## config.mk

```make
export PLATFORM = sky130hd
export DESIGN_NAME = branch_predictor
export DESIGN_NICKNAME = d
export VERILOG_FILES = /design/src/rtl/bp_pkg.sv /design/src/rtl/bp_sat_ctr.sv /design/src/rtl/branch_predictor.sv
export SDC_FILE = /design/constraint.sdc
export NUM_CORES = 2
export LEC_CHECK = 0
export CAP_MARGIN = 40
export CORE_MARGIN = 1
export CORE_UTILIZATION = 40
export CTS_CLUSTER_SIZE = 25
export DETAILED_ROUTE_END_ITERATION = 10
export PLACE_DENSITY = 0.59
export SKIP_LAST_GASP = 1
export SLEW_MARGIN = 20
export SYNTH_ARGS = -nofsm -noshare
export SYNTH_HDL_FRONTEND = slang
export SYNTH_SLANG_ARGS = --single-unit
```

## constraint.sdc

```tcl
create_clock -name clk_div -period 6.8 [get_ports clk_div]
set_clock_uncertainty 0.1 [all_clocks]
set_input_delay 2.04 -clock clk_div [delete_from_list [all_inputs] [get_ports clk_div]]
set_output_delay 2.04 -clock clk_div [all_outputs]
set_load 0.02 [all_outputs]
```

## src/rtl/bp_pkg.sv

```systemverilog
// Shared types and constants for the branch predictor: counter encoding and BTB entry layout.
// Entry fields are sized for the widest supported configuration; narrower builds zero-extend.
package bp_pkg;

    localparam int BP_XLEN_MAX  = 64;
    localparam int BP_TAG_W_MAX = 32;

    typedef enum logic [1:0] {
        BP_SNT = 2'b00,
        BP_WNT = 2'b01,
        BP_WT  = 2'b10,
        BP_ST  = 2'b11
    } bp_ctr_t;

    typedef struct packed {
        logic                    valid;
        logic [BP_TAG_W_MAX-1:0] tag;
        logic [BP_XLEN_MAX-1:0]  target;
        bp_ctr_t                 ctr;
    } bp_entry_t;

    localparam bp_ctr_t BP_CTR_RESET = BP_WNT;
    localparam bp_ctr_t BP_CTR_ALLOC = BP_WT;

endpackage

```

## src/rtl/bp_sat_ctr.sv

```systemverilog
// Next-state logic for one 2-bit saturating taken/not-taken counter.
module bp_sat_ctr
    import bp_pkg::*;
(
    input  bp_ctr_t ctr,
    input  logic    taken,
    output bp_ctr_t ctr_next
);

    always_comb begin
        ctr_next = ctr;
        unique case (ctr)
            BP_SNT:  ctr_next = taken ? BP_WNT : BP_SNT;
            BP_WNT:  ctr_next = taken ? BP_WT  : BP_SNT;
            BP_WT:   ctr_next = taken ? BP_ST  : BP_WNT;
            BP_ST:   ctr_next = taken ? BP_ST  : BP_WT;
            default: ctr_next = ctr;
        endcase
    end

endmodule

```

## src/rtl/branch_predictor.sv

```systemverilog
// Direct-mapped BTB with 2-bit counters; zero-latency lookup, registered update from ID.
// Optional statistics counters are built when BP_STATS_EN is defined.
module branch_predictor
    import bp_pkg::*;
#(
    parameter int XLEN    = 64,
    parameter int ENTRIES = 16,
    parameter int TAG_W   = 8
) (
    input  logic            clk_div,
    input  logic            rst,
    input  logic [XLEN-1:0] pc_if,
    output logic            pred_taken,
    output logic [XLEN-1:0] pred_target,
    output logic            hit,
    input  logic            clear,
    input  logic            upd_valid,
    input  logic [XLEN-1:0] upd_pc,
    input  logic            upd_taken,
    input  logic [XLEN-1:0] upd_target,
    input  logic            upd_pred_taken
`ifdef BP_STATS_EN
    ,
    output logic [31:0]     stat_lookups,
    output logic [31:0]     stat_updates,
    output logic [31:0]     stat_mispredicts
`endif
);

    localparam int IDX_W = $clog2(ENTRIES);

    bp_entry_t        entry_q [ENTRIES];
    logic [IDX_W-1:0] lk_idx;
    logic [IDX_W-1:0] up_idx;
    logic [TAG_W-1:0] lk_tag;
    logic [TAG_W-1:0] up_tag;
    bp_entry_t        lk_entry;
    bp_ctr_t          up_ctr;
    bp_ctr_t          ctr_next;
    logic             up_hit;

    assign lk_idx   = pc_if[IDX_W+1:2];
    assign lk_tag   = pc_if[IDX_W+TAG_W+1:IDX_W+2];
    assign up_idx   = upd_pc[IDX_W+1:2];
    assign up_tag   = upd_pc[IDX_W+TAG_W+1:IDX_W+2];

    // Lookup reads the registered table only, so a same-cycle update is not visible yet.
    assign lk_entry    = entry_q[lk_idx];
    assign hit         = lk_entry.valid && (lk_entry.tag == BP_TAG_W_MAX'(lk_tag));
    assign pred_taken  = hit && lk_entry.ctr[1];
    assign pred_target = hit ? lk_entry.target[XLEN-1:0] : '0;

    assign up_ctr = entry_q[up_idx].ctr;
    assign up_hit = entry_q[up_idx].valid && (entry_q[up_idx].tag == BP_TAG_W_MAX'(up_tag));

    bp_sat_ctr u_sat_ctr (
        .ctr      (up_ctr),
        .taken    (upd_taken),
        .ctr_next (ctr_next)
    );

    always_ff @(posedge clk_div or negedge rst) begin
        if (!rst) begin
            for (int i = 0; i < ENTRIES; i++) begin
                entry_q[i] <= '{valid: 1'b0, tag: '0, target: '0, ctr: BP_CTR_RESET};
            end
        end else if (clear) begin
            for (int i = 0; i < ENTRIES; i++) begin
                entry_q[i].valid <= 1'b0;
            end
        end else if (upd_valid) begin
            if (up_hit) begin
                entry_q[up_idx].ctr <= ctr_next;
                if (upd_taken) begin
                    entry_q[up_idx].target <= BP_XLEN_MAX'(upd_target);
                end
            end else if (upd_taken) begin
                // A taken miss evicts whatever branch currently owns this index.
                entry_q[up_idx] <= '{valid:  1'b1,
                                     tag:    BP_TAG_W_MAX'(up_tag),
                                     target: BP_XLEN_MAX'(upd_target),
                                     ctr:    BP_CTR_ALLOC};
            end
        end
    end

`ifdef BP_STATS_EN
    always_ff @(posedge clk_div or negedge rst) begin
        if (!rst) begin
            stat_lookups     <= '0;
            stat_updates     <= '0;
            stat_mispredicts <= '0;
        end else begin
            if (hit && (stat_lookups != 32'hFFFF_FFFF)) begin
                stat_lookups <= stat_lookups + 32'd1;
            end
            if (upd_valid && (stat_updates != 32'hFFFF_FFFF)) begin
                stat_updates <= stat_updates + 32'd1;
            end
            if (upd_valid && (upd_pred_taken != upd_taken) &&
                (stat_mispredicts != 32'hFFFF_FFFF)) begin
                stat_mispredicts <= stat_mispredicts + 32'd1;
            end
        end
    end
`endif

    // Alignment bits and PC bits above the tag field carry no information here.
    logic unused_bits;
`ifdef BP_STATS_EN
    assign unused_bits = ^{pc_if[1:0], upd_pc[1:0],
                           pc_if[XLEN-1:IDX_W+TAG_W+2], upd_pc[XLEN-1:IDX_W+TAG_W+2]};
`else
    assign unused_bits = ^{pc_if[1:0], upd_pc[1:0], upd_pred_taken,
                           pc_if[XLEN-1:IDX_W+TAG_W+2], upd_pc[XLEN-1:IDX_W+TAG_W+2]};
`endif

endmodule

```

==> summary.md <==
| Metric | Value |
|---|---|
| Unique masters post-synth | `52` |
| Routed WL per cell | `25.6 um` |
| Compound-Gate Fraction of Synth Area | `0.0190` |
| Ports | `approximately 260` |
| Grt ovf | `0` |
| Simple-Gate Fraction of Synth Area | `0.0410` |
| WL final | `between 100 and 150 mm` |
| Synth top area share | `0.529` |
| Max reg flops | `1200` |
| Vias | `32597` |
| Design Area, Final | `65300 um2` |
| Row cnt | `136` |
| Top flop regs | `entry_q: 1200 flops` |
| Initial antenna violation count | `19` |
| TritonCTS Buffers | `between 100 and 150` |
| Post-synth ARST share | `1.00` |
| Worst EP arrival | `4.78 ns` |
| Status | `complete, but fails checks` |
| Post-synthesis register bit count | `between 1000 and 1500` |
| Layout Utilization | `0.472` |
| Mapped Cells | `3728` |
| FMAX | `144 MHz` |
| Die X | `376 um` |
| EDFF count, synth | `0` |
| Max FO, Critical Path | `7` |
| Detailed Routing Iterations Pass 1 | `5` |
| Cell taking the most area after synthesis | `dfrtp_1` |
| Die ar. | `142000 um2` |
| Number of port buffers | `158` |
| Slowest stage delay, CP | `roughly 0.51 ns` |
| Setup crit start kind | `input port` |
| Setup Slack @ Placement | `-1.25 ns` |
| Largest family of logic cells by synthesized area | `multiplexers` |
| Multi-input gate area | `25100 um2` |
| Fin crit period | `6.92 ns` |
| Most common cell after layout, fill and taps aside | `dfrtp_1` |
| Power Total | `between 15 and 20 mW` |
| Syn_nets | `3926` |
| Nets@finish | `4025` |
| Largest Register | `entry_q` |
| Yosys warns | `0` |
| Power density cells | `277 nW/um2` |
| Die height | `about 380 um` |
| Worst slew pin tran | `between 0.9 and 1 ns` |
| CTS Hold Buffers Added | `0` |
| Adder-cell share of the synthesized area | `0.000357` |
| Antenna-violating nets left | `0` |
| DRC viols | `0` |
| Critical path endpoint category | `output port` |
| Prevailing post-synth register cell | `dfrtp_1` |
| Clock-pin slew on the worst setup and hold paths | `0.06 ns` |
| Multiplexer area fraction after synthesis | `0.374` |
| Fraction of layout cells with a size suffix above 1 | `0.496` |
| Vias in the first global route | `~35000` |
| Drt via density | `between 5 and 6` |
| First-pass GRT wire length | `around 230 mm` |
| CP Cell Sequence | `buf_16 -> mux4_2 -> mux4_2 -> xor2_2 -> nor4_4 -> buf_4 -> o2111ai_4 -> buf_12 -> buf_16 -> nor2b_1 -> buf_4` |
| FF-to-FF Start | `entry_q[166]` |
| Min-delay src | `entry_q[712]` |
| CTS tree | `yes` |
| Commonest non-fill, non-tap cells in the layout | `1184 x dfrtp_1, 1025 x mux2_2, 399 x mux4_2, 399 x nand2_1, 140 x clkbuf_16` |
| Max VDD drop | `around 0.00021 V` |
| Max-slew violations | `0` |
| Initial DRC Count | `2284` |
| Core box area | `138000 um2` |
| Initial Utilization | `0.405` |
| Largest net degree at the start of global routing | `between 100 and 150` |
| Number of H-tree levels | `4` |
| Final cell count without fillers | `5793` |
| Placed Instances | `5546` |
| Setup violations, final | `65` |
| Period utilization | `1.02` |
| Clk buf depth | `3` |
| Sequential cell area | `30000 um2` |
| Hold Path Class | `reg2reg` |
| Root buffer cell | `clkbuf_16` |
| Max_cap viols | `0` |
| GRT Util Overall | `0.215` |
| Static Leakage | `30.0 nW` |
| Layout area overhead | `16.5%` |
| Placed Area | `around 61000 um2` |
| PnR worst setup slack | `-0.124 ns` |
| Setup Crit Path Kind | `in2out` |
| Routability cong. | `0.806` |
| Synth top area cells | `dfrtp_1 53%, mux2_2 21%, mux4_2 16%, nand2_1 2.8%, clkbuf_1 1.4%` |
| Unrepaired setup endpoints after global routing | `yes` |
| Worst setup startpoint | `pc_if[2]` |
| Final hold violation count | `0` |
| Buf/Inv on CP | `5` |
| Number of fill cells | `around 12000` |
| Normalized max-slew margin | `0.391` |
| CP max-delay cell | `mux4_2` |
| Detailed placer's ending HPWL | `82.3 mm` |
| Worst endpoint required time | `4.66 ns` |
| Average cell area after synthesis | `between 15 and 20 um2` |
| Clock latency on the worst-skew pair | `between 0.7 and 0.8 ns` |
| Failing checks | `setup timing` |
| Synth Area in XOR/XNOR | `0.00266` |
| Sequential share of the synthesized area | `0.536` |
| Sink Count | `1200` |
| Cell family with the largest share of critical-path delay | `multiplexers` |
| Mapped Area | `roughly 56000 um2` |
==> per-layer routing <==
metal,track usage,vias to the layer above,wire (um)
met2,0.340,681,71000
met3,0.0408,208,7100
met4,0.0582,22,3010
li1,-,13970,-
met1,0.303,17716,67300
met5,0,-,118
==> worst paths after layout <==
| check | cells after the start | endpoint | slack (ns) |
|---|---|---|---|
| worst max-delay path | 11 | pred_target[0] | -0.12 |
| worst min-delay path | 2 | entry_q[712] | 0.37 |
| worst max register to register | 9 | entry_q[764] | 3.27 |
| worst min register to register | 2 | entry_q[712] | 0.37 |
| max in group asynchronous | 2 | entry_q[1232] | 4.03 |
| min in group asynchronous | 1 | entry_q[515] | 1.16 |
==> synth_stat cells (17+ instances only) <==
cell / instances
mux4_2: 399
nor2_1: 17
nand2_1: 412
dfrtp_1: 1184
o21ai_0: 20
nor2b_1: 71
clkbuf_1: 207
buf_1: 70
mux2_2: 1025
inv_1: 32
buf_2: 53
mux2i_1: 39
==> kinds of logic after synthesis <==
family                   after synthesis
multiplexers                        1464
flip-flops                          1200
AND/OR/NAND/NOR                      540
XOR/XNOR                              17
buffers and inverters                368
AO/OA/AOI/OAI                        137
adder cells (fa/ha/maj)                2
==> through the flow <==
stage                     setup TNS, ns  hold slack [ns]
after floorplan                 -0.0518            0.342
after global placement           -72.36            0.356
after detailed placement         -74.92            0.359
after CTS                         -5.70            0.375
after global routing             -11.59            0.386
final                             -4.68            0.371
==> area by class of cell <==
type                    count  area share
diodes                      6    0.000230
inverters                  32     0.00184
multi-input cells        2160       0.384
repair buffers            299      0.0511
well taps                1863      0.0357
clock inverters            32     0.00613
flip-flops and latches   1200       0.460
clock buffers             201      0.0607
==> timing repair <==
action / 4_1_cts / 5_1_grt
cloned: 5 / 0
pin swaps: 3 / 0
gates resized for setup: 397 / 20
buffers inserted: 1 / 1
setup endpoints to repair: 66 / 66
==> worst min-delay path: stages, from the launching register on <==
cell     delay (ns)
dfrtp_1        0.34
nand2_1        0.05
nand2_1        0.05
==> power breakdown <==
group	internal, mW	switching [mW]	total, mW
Sequential	8.06	0.448	8.51
Combinational	1.41	0.955	2.36
Clock	4.29	2.93	7.22
No activity file was read; power rests on OpenSTA's default activity.
